File: src/rtl/posit_defines_es3_pkg.sv
// Shared definitions for the 32-bit ES=3 posit datapath.
//   NBITS          posit word width
//   ES             exponent field size
//   MULT_LAT_ES3   start->done latency of the ES=3 multiplier, in cycles
//   CNT_W          width of the buffer occupancy / credit counters (0..64)
//   posit_result_t one multiplier result: posit bits plus inf / zero flags
package posit_defines_es3;

  localparam int NBITS        = 32;
  localparam int ES           = 3;
  localparam int MULT_LAT_ES3 = 4;
  localparam int CNT_W        = 7;

  typedef struct packed {
    logic [NBITS-1:0] bits;
    logic             inf;
    logic             zero;
  } posit_result_t;

endpackage

File: src/rtl/posit_mult_result_buffer_es3_fifo.sv
// Synchronous show-ahead FIFO with a registered head.
//   clk, rst_n  clock, asynchronous active-low reset
//   push        write push_data this cycle (dropped and flagged on overflow when full)
//   pop         consume the head; ignored while head_valid is low
//   head_valid  head holds an unread entry
//   head        registered head entry; holds the last popped entry while empty
//   occupancy   entries stored, 0..DEPTH
//   overflow    single-cycle pulse: push attempted while full
module posit_sync_fifo #(
  parameter type T     = logic [7:0],
  parameter int  DEPTH = 8,
  parameter int  CNT_W = 7
) (
  input  logic             clk,
  input  logic             rst_n,
  input  logic             push,
  input  T                 push_data,
  input  logic             pop,
  output logic             head_valid,
  output T                 head,
  output logic [CNT_W-1:0] occupancy,
  output logic             overflow
);

  localparam int PTR_W = (DEPTH > 1) ? $clog2(DEPTH) : 1;

  T                 mem [DEPTH];
  logic [PTR_W-1:0] wr_ptr_q, rd_ptr_q, rd_ptr_nxt;
  logic [CNT_W-1:0] occ_q, occ_nxt;
  logic             valid_q;
  T                 head_q;
  logic             full, push_ok, pop_ok, bypass;

  assign full     = (occ_q == CNT_W'(DEPTH));
  assign push_ok  = push & ~full;
  assign pop_ok   = pop & valid_q;
  assign overflow = push & full;

  // NOTE: every variable gets a default at the top of always_comb so no path
  // leaves it unassigned; otherwise synthesis infers a latch.
  always_comb begin
    occ_nxt    = occ_q;
    rd_ptr_nxt = rd_ptr_q;
    if (pop_ok) rd_ptr_nxt = rd_ptr_q + PTR_W'(1);
    case ({push_ok, pop_ok})
      2'b10:   occ_nxt = occ_q + CNT_W'(1);
      2'b01:   occ_nxt = occ_q - CNT_W'(1);
      default: ;
    endcase
  end

  // The entry that becomes head next cycle is being written right now (empty
  // FIFO, or one entry left and it is being popped): take it from push_data.
  assign bypass = push_ok & (wr_ptr_q == rd_ptr_nxt);

  // NOTE: storage is deliberately not reset; only the pointers and valid
  // state are, and no entry is ever read before it has been written.
  always_ff @(posedge clk) begin
    if (push_ok) mem[wr_ptr_q] <= push_data;
  end

  // NOTE: sequential state uses non-blocking assignments so every register
  // samples pre-edge values regardless of statement order.
  always_ff @(posedge clk or negedge rst_n) begin
    if (!rst_n) begin
      wr_ptr_q <= '0;
      rd_ptr_q <= '0;
      occ_q    <= '0;
      valid_q  <= 1'b0;
      head_q   <= '0;
    end else begin
      wr_ptr_q <= wr_ptr_q + PTR_W'(push_ok);
      rd_ptr_q <= rd_ptr_nxt;
      occ_q    <= occ_nxt;
      valid_q  <= (occ_nxt != '0);
      if (occ_nxt != '0) head_q <= bypass ? push_data : mem[rd_ptr_nxt];
    end
  end

  assign head_valid = valid_q;
  assign head       = head_q;
  assign occupancy  = occ_q;

endmodule

File: src/rtl/posit_mult_result_buffer_es3.sv
// Result buffer behind the fixed-latency ES=3 posit multiplier.
// Issues are credited against free FIFO space so a result is never dropped;
// results leave in issue order on a valid/ready stream.
//   req_valid/req_ready   upstream operand handshake; mult_start = issue
//   mult_done/result/inf/zero   multiplier return path
//   out_valid/out_ready/out_*   registered result stream
//   occupancy, in_flight  stored entries / issued-but-not-returned operations
//   err_spurious          sticky: unexpected done, or push into a full FIFO
module posit_mult_result_buffer_es3
  import posit_defines_es3::*;
#(
  parameter int DEPTH    = 8,
  parameter int MULT_LAT = MULT_LAT_ES3
) (
  input  logic             clk,
  input  logic             rst_n,
  input  logic             req_valid,
  output logic             req_ready,
  output logic             mult_start,
  input  logic             mult_done,
  input  logic [NBITS-1:0] mult_result,
  input  logic             mult_inf,
  input  logic             mult_zero,
  output logic             out_valid,
  input  logic             out_ready,
  output logic [NBITS-1:0] out_result,
  output logic             out_inf,
  output logic             out_zero,
  output logic [CNT_W-1:0] occupancy,
  output logic [CNT_W-1:0] in_flight,
  output logic             err_spurious
);

  localparam int BLANK_W  = $clog2(MULT_LAT + 2);
  localparam int CREDIT_W = CNT_W + 1;

  logic [BLANK_W-1:0]  blank_q;
  logic [CNT_W-1:0]    in_flight_q;
  logic                err_q;
  logic                blanked, issue, done_live, done_ok, done_bad, overflow;
  logic [CREDIT_W-1:0] credit_sum;
  posit_result_t       push_data, head;

  // The multiplier has no reset, so an operation started before reset can
  // still complete; its done is ignored until the blanking counter expires.
  assign blanked = (blank_q != '0);

  // Same-cycle pops are not credited, keeping req_ready off the out_ready path.
  assign credit_sum = CREDIT_W'(occupancy) + CREDIT_W'(in_flight_q);
  assign req_ready  = ~blanked & (credit_sum < CREDIT_W'(DEPTH));
  assign issue      = req_valid & req_ready;
  assign mult_start = issue;

  assign done_live = mult_done & ~blanked;
  assign done_ok   = done_live & (in_flight_q != '0);
  assign done_bad  = done_live & (in_flight_q == '0);
  assign push_data = '{bits: mult_result, inf: mult_inf, zero: mult_zero};

  posit_sync_fifo #(
    .T     (posit_result_t),
    .DEPTH (DEPTH),
    .CNT_W (CNT_W)
  ) u_fifo (
    .clk        (clk),
    .rst_n      (rst_n),
    .push       (done_ok),
    .push_data  (push_data),
    .pop        (out_ready),
    .head_valid (out_valid),
    .head       (head),
    .occupancy  (occupancy),
    .overflow   (overflow)
  );

  always_ff @(posedge clk or negedge rst_n) begin
    if (!rst_n) begin
      blank_q     <= BLANK_W'(MULT_LAT);
      in_flight_q <= '0;
      err_q       <= 1'b0;
    end else begin
      if (blanked) blank_q <= blank_q - BLANK_W'(1);
      case ({issue, done_ok})
        2'b10:   in_flight_q <= in_flight_q + CNT_W'(1);
        2'b01:   in_flight_q <= in_flight_q - CNT_W'(1);
        default: ;
      endcase
      if (done_bad | overflow) err_q <= 1'b1;
    end
  end

  assign in_flight    = in_flight_q;
  assign err_spurious = err_q;
  assign out_result   = head.bits;
  assign out_inf      = head.inf;
  assign out_zero     = head.zero;

`ifndef SYNTHESIS
  credit_invariant: assert property (@(posedge clk) disable iff (!rst_n)
    credit_sum <= CREDIT_W'(DEPTH));
`endif

endmodule

File: config.mk
export PLATFORM = sky130hd
export DESIGN_NAME = posit_mult_result_buffer_es3
export DESIGN_NICKNAME = d
export VERILOG_FILES = /design/src/rtl/posit_defines_es3_pkg.sv /design/src/rtl/posit_mult_result_buffer_es3_fifo.sv /design/src/rtl/posit_mult_result_buffer_es3.sv
export SDC_FILE = /design/constraint.sdc
export NUM_CORES = 1
export LEC_CHECK = 0
export BUFFER_PORTS_ARGS = -buffer_cell sky130_fd_sc_hd__buf_2
export CORE_MARGIN = 2
export CORE_UTILIZATION = 40
export DETAILED_ROUTE_END_ITERATION = 6
export PLACE_DENSITY_LB_ADDON = 0.15
export REMOVE_ABC_BUFFERS = 1
export SLEW_MARGIN = 0
export SYNTH_ARGS = -nofsm -noshare
export SYNTH_HDL_FRONTEND = slang
export SYNTH_HIERARCHICAL = 1
export SYNTH_SLANG_ARGS = --single-unit
export TNS_END_PERCENT = 30
File: constraint.sdc
create_clock -name clk -period 6.2 [get_ports clk]
set_input_delay 0.31 -clock clk [delete_from_list [all_inputs] [get_ports clk]]
set_output_delay 0.31 -clock clk [all_outputs]
set_load 0.01 [all_outputs]
==> qor.yml <==
holdPathStages: 2
viasPerCell: 5.223
dp_slack_ns: 1.117
p_per_area_nw_per_um2: 547.7
avgSynthCellArea_um2: 12.40
fin_util: 0.4727
path_clk_slew_ns: 0.06
p_sw_mw: 3.384
critPathCaptureType: "flop"
fin_skew_ns: 0.01662
reg2reg_depth: 15
fin_crit_sh: 0.8214
fp.dieArea_um2: 36920
rsz0062_at_grt: "no"
grtUsageMet2: 0.3038
synth.most_common_cell: "nand2_1"
crit_top_cell: "ha_1"
place.gp.congestion: 0.7758
cts_buffer_depth: 3
regArea_um2: 9646
grt_max_degree: 80
power.share.sequential: 0.356
r2r-start: "in_flight[3]"
cts_inserted_buffers: 38
io_pins: 91
num-nets-final: 1291
wl_mm: 34.03
grt_pass1_wl_mm: 52.34
grt_usage: 0.1880
min-delay-start: "mult_done"
syn2layout_area_growth_pct: 15.87
maxSlewHeadroom: 0.2383
hold_violations: 0
tritoncts: "built"
cts.sinks: 331
drtAntennaViolNets: 0
use_met1: 0.2653
synth_edf_count: 272
hpwl_mm: 18.19
grtUsageMet3: 0.03307
min_to: "err_spurious"
crit_type: "reg2reg"
cts_setup_buffers: 0
yosysTopAreaCellShare: 0.5768
vdd_ir_drop_max_v: 0.0002740
cts_max_level: 2
combPwrFrac: 0.408
multi_input_area_um2: 4269
clockPowerShare: 0.236
synthArstFlopShare: 0.1782
max_freq_mhz: 196.4
cp-start-kind: "flop"
ys_ff_latch: 331
dr.pass1.iters: 5
grt_busiest_layer: "met2"
vias: 8968
std_cell_rows: 68
grt_pass1_vias: 8772
fp.coreArea_um2: 34710
synthCells: 1142
switching_share: 0.3766
cpPeakStageDelay_ns: 0.69
critPathSlowestCell: "ha_1"
clock_latency_ns: 0.53
crit_required_ns: 6.60
antenna_found_initial: 3
finalMaxSlewViolations: 0
hp-class: "in2reg"
r2r_slack_ns: 1.11
rr_endpoint: "u_fifo/head[32]"
fin_ws_ns: 1.107
critPathMaxFanout: 22
cts_root_buffer: "clkbuf_16"
cap_viol_max_count: 0
drt_iter0_markers: 693
die_y_um: 192.2
status: "complete, no violations"
p_int_mw: 5.602
wl_per_cell_um: 19.82
setup_viol: 0
arrival_ns: 5.49
synth_area_leaders: "edfxtp_1 (58%), dfrtp_1 (10%), nand2_1 (8.3%)"
numPortBuffers: 90
synth_top_area_cell: "edfxtp_1"
worstMarginPinSlew_ns: 1.134
ys_top_cells_by_count: "nand2_1 (315), edfxtp_1 (272), nand3_1 (137)"
path_cells: "or4_1 > nor4_1 > nor2_1 > nand2_4 > ha_1 > xor2_1 > ha_1 > or3_1 > a21oi_1 > o311a_1 > o21bai_2 > xor2_2 > o2111ai_4 > buf_4 > mux2_4"
yosysSeqAreaShare: 0.6811
cts.repair.resized: 0
drc: 0
synth_area_um2: 14160
p_leak_nw: 6.080
synth_cell_types: 69
grt_overflow: 0
drive_above_1_share: 0.1856
fill_cells: 3118
die_width_um: 192.2
period_needed_ns: 5.093
initial_core_util: 0.4079
ys.warnings.count: 6
synth_top_flop_cell: "edfxtp_1"
==> registers in the layout, summed over array words and instances (netlist names) <==
register           cells
in_flight              7
u_fifo/head           34
u_fifo/wr_ptr_q        3
u_fifo/occupancy       7
u_fifo/mem           272
u_fifo/rd_ptr_q        3
blank_q                3
err_spurious           1
u_fifo/head_valid      1
==> routing by layer <==
metal	vias to the layer above	wire (um)
met4	4	580
met2	165	15850
met1	4439	16080
li1	4309	-
met5	-	26
met3	51	1491
==> final cells by class <==
| class | instances | share of cell area |
|---|---|---|
| Multi-Input combinational cell | 727 | 0.2602 |
| Clock inverter | 10 | 0.004347 |
| Inverter | 18 | 0.004270 |
| Sequential cell | 331 | 0.5878 |
| Antenna cell | 1 | 0.0001525 |
| Tap cell | 455 | 0.03470 |
| Timing Repair Buffer | 115 | 0.03996 |
| Clock buffer | 60 | 0.06855 |
==> worst max path at each step <==
stage / from / to / slack [ns] / depth (start not counted)
after detailed placement: in_flight[3] / u_fifo/head[0] / 1.12 / 15
after CTS: in_flight[3] / u_fifo/head[32] / 1.10 / 15
after global routing: in_flight[3] / u_fifo/head[32] / 0.65 / 14
final: in_flight[3] / u_fifo/head[32] / 1.11 / 15
after floorplan: u_fifo/rd_ptr_q[0] / u_fifo/head[23] / -0.95 / 7
after global placement: in_flight[3] / u_fifo/head[8] / 1.21 / 15
==> cell usage in the layout (no fill, tap or decap), drive strengths merged, types with 17 or more instances in the layout <==
cell type	count
edfxtp	272
dfrtp	58
nand2	317
clkbuf	60
nor2	17
ha	20
buf	114
o21ai	43
nand4	33
nand3	137
inv	20
mux2	37
==> power by group through the flow <==
stage          sequential (mW)  clock (mW)  combinational, mW
2_1_floorplan             3.26           0               2.48
3_3_place_gp              3.23           0               3.68
3_5_place_dp              3.24           0               3.72
4_1_cts                   3.20        2.18               3.72
5_1_grt                   3.25        2.26               4.09
6_report                  3.20        2.12               3.67
==> repair_timing <==
item	4_1_cts	5_1_grt
endpoints found under the setup margin	0	0
hold endpoints to repair	58	0
hold buffers	1	0
==> critical path, delay by kind of cell, from the launching register on <==
family                     cells  cell delay [ns]
buffers and inverters          1             0.47
adders and majority gates      2             0.96
muxes                          1             0.35
xor gates and xnor gates       2             0.34
and+or+nand+nor                5             1.48
DFF                            1             0.42
AOI/OAI and AO/OA              4             0.92
==> through the flow <==
stage	instance area (um^2)	std cells	TNS [ns]	hold slack [ns]	total power, mW
final	16410	1717	0	0.06849	8.986
after global routing	16410	1716	0	0.07233	9.605
after CTS	16410	1716	0	0.04633	9.107
after detailed placement	15200	1645	0	0.4675	6.958
after global placement	15200	1645	0	0.4665	6.917
after floorplan	13860	1076	-30.29	0.01441	5.735
==> cell families (layout without fill, tap and decap cells) <==
family,count (synthesis),count (layout),synth area share
AO/OA/AOI/OAI,95,95,0.04294
XOR/XNOR,19,19,0.01281
adder cells (fa/ha/maj),21,21,0.01908
buffers and inverters,84,203,0.02571
flip-flops,331,331,0.6811
multiplexers,43,43,0.04223
other,0,1,0
AND/OR/NAND/NOR,549,549,0.1761
(Power assumes the default switching activity.)
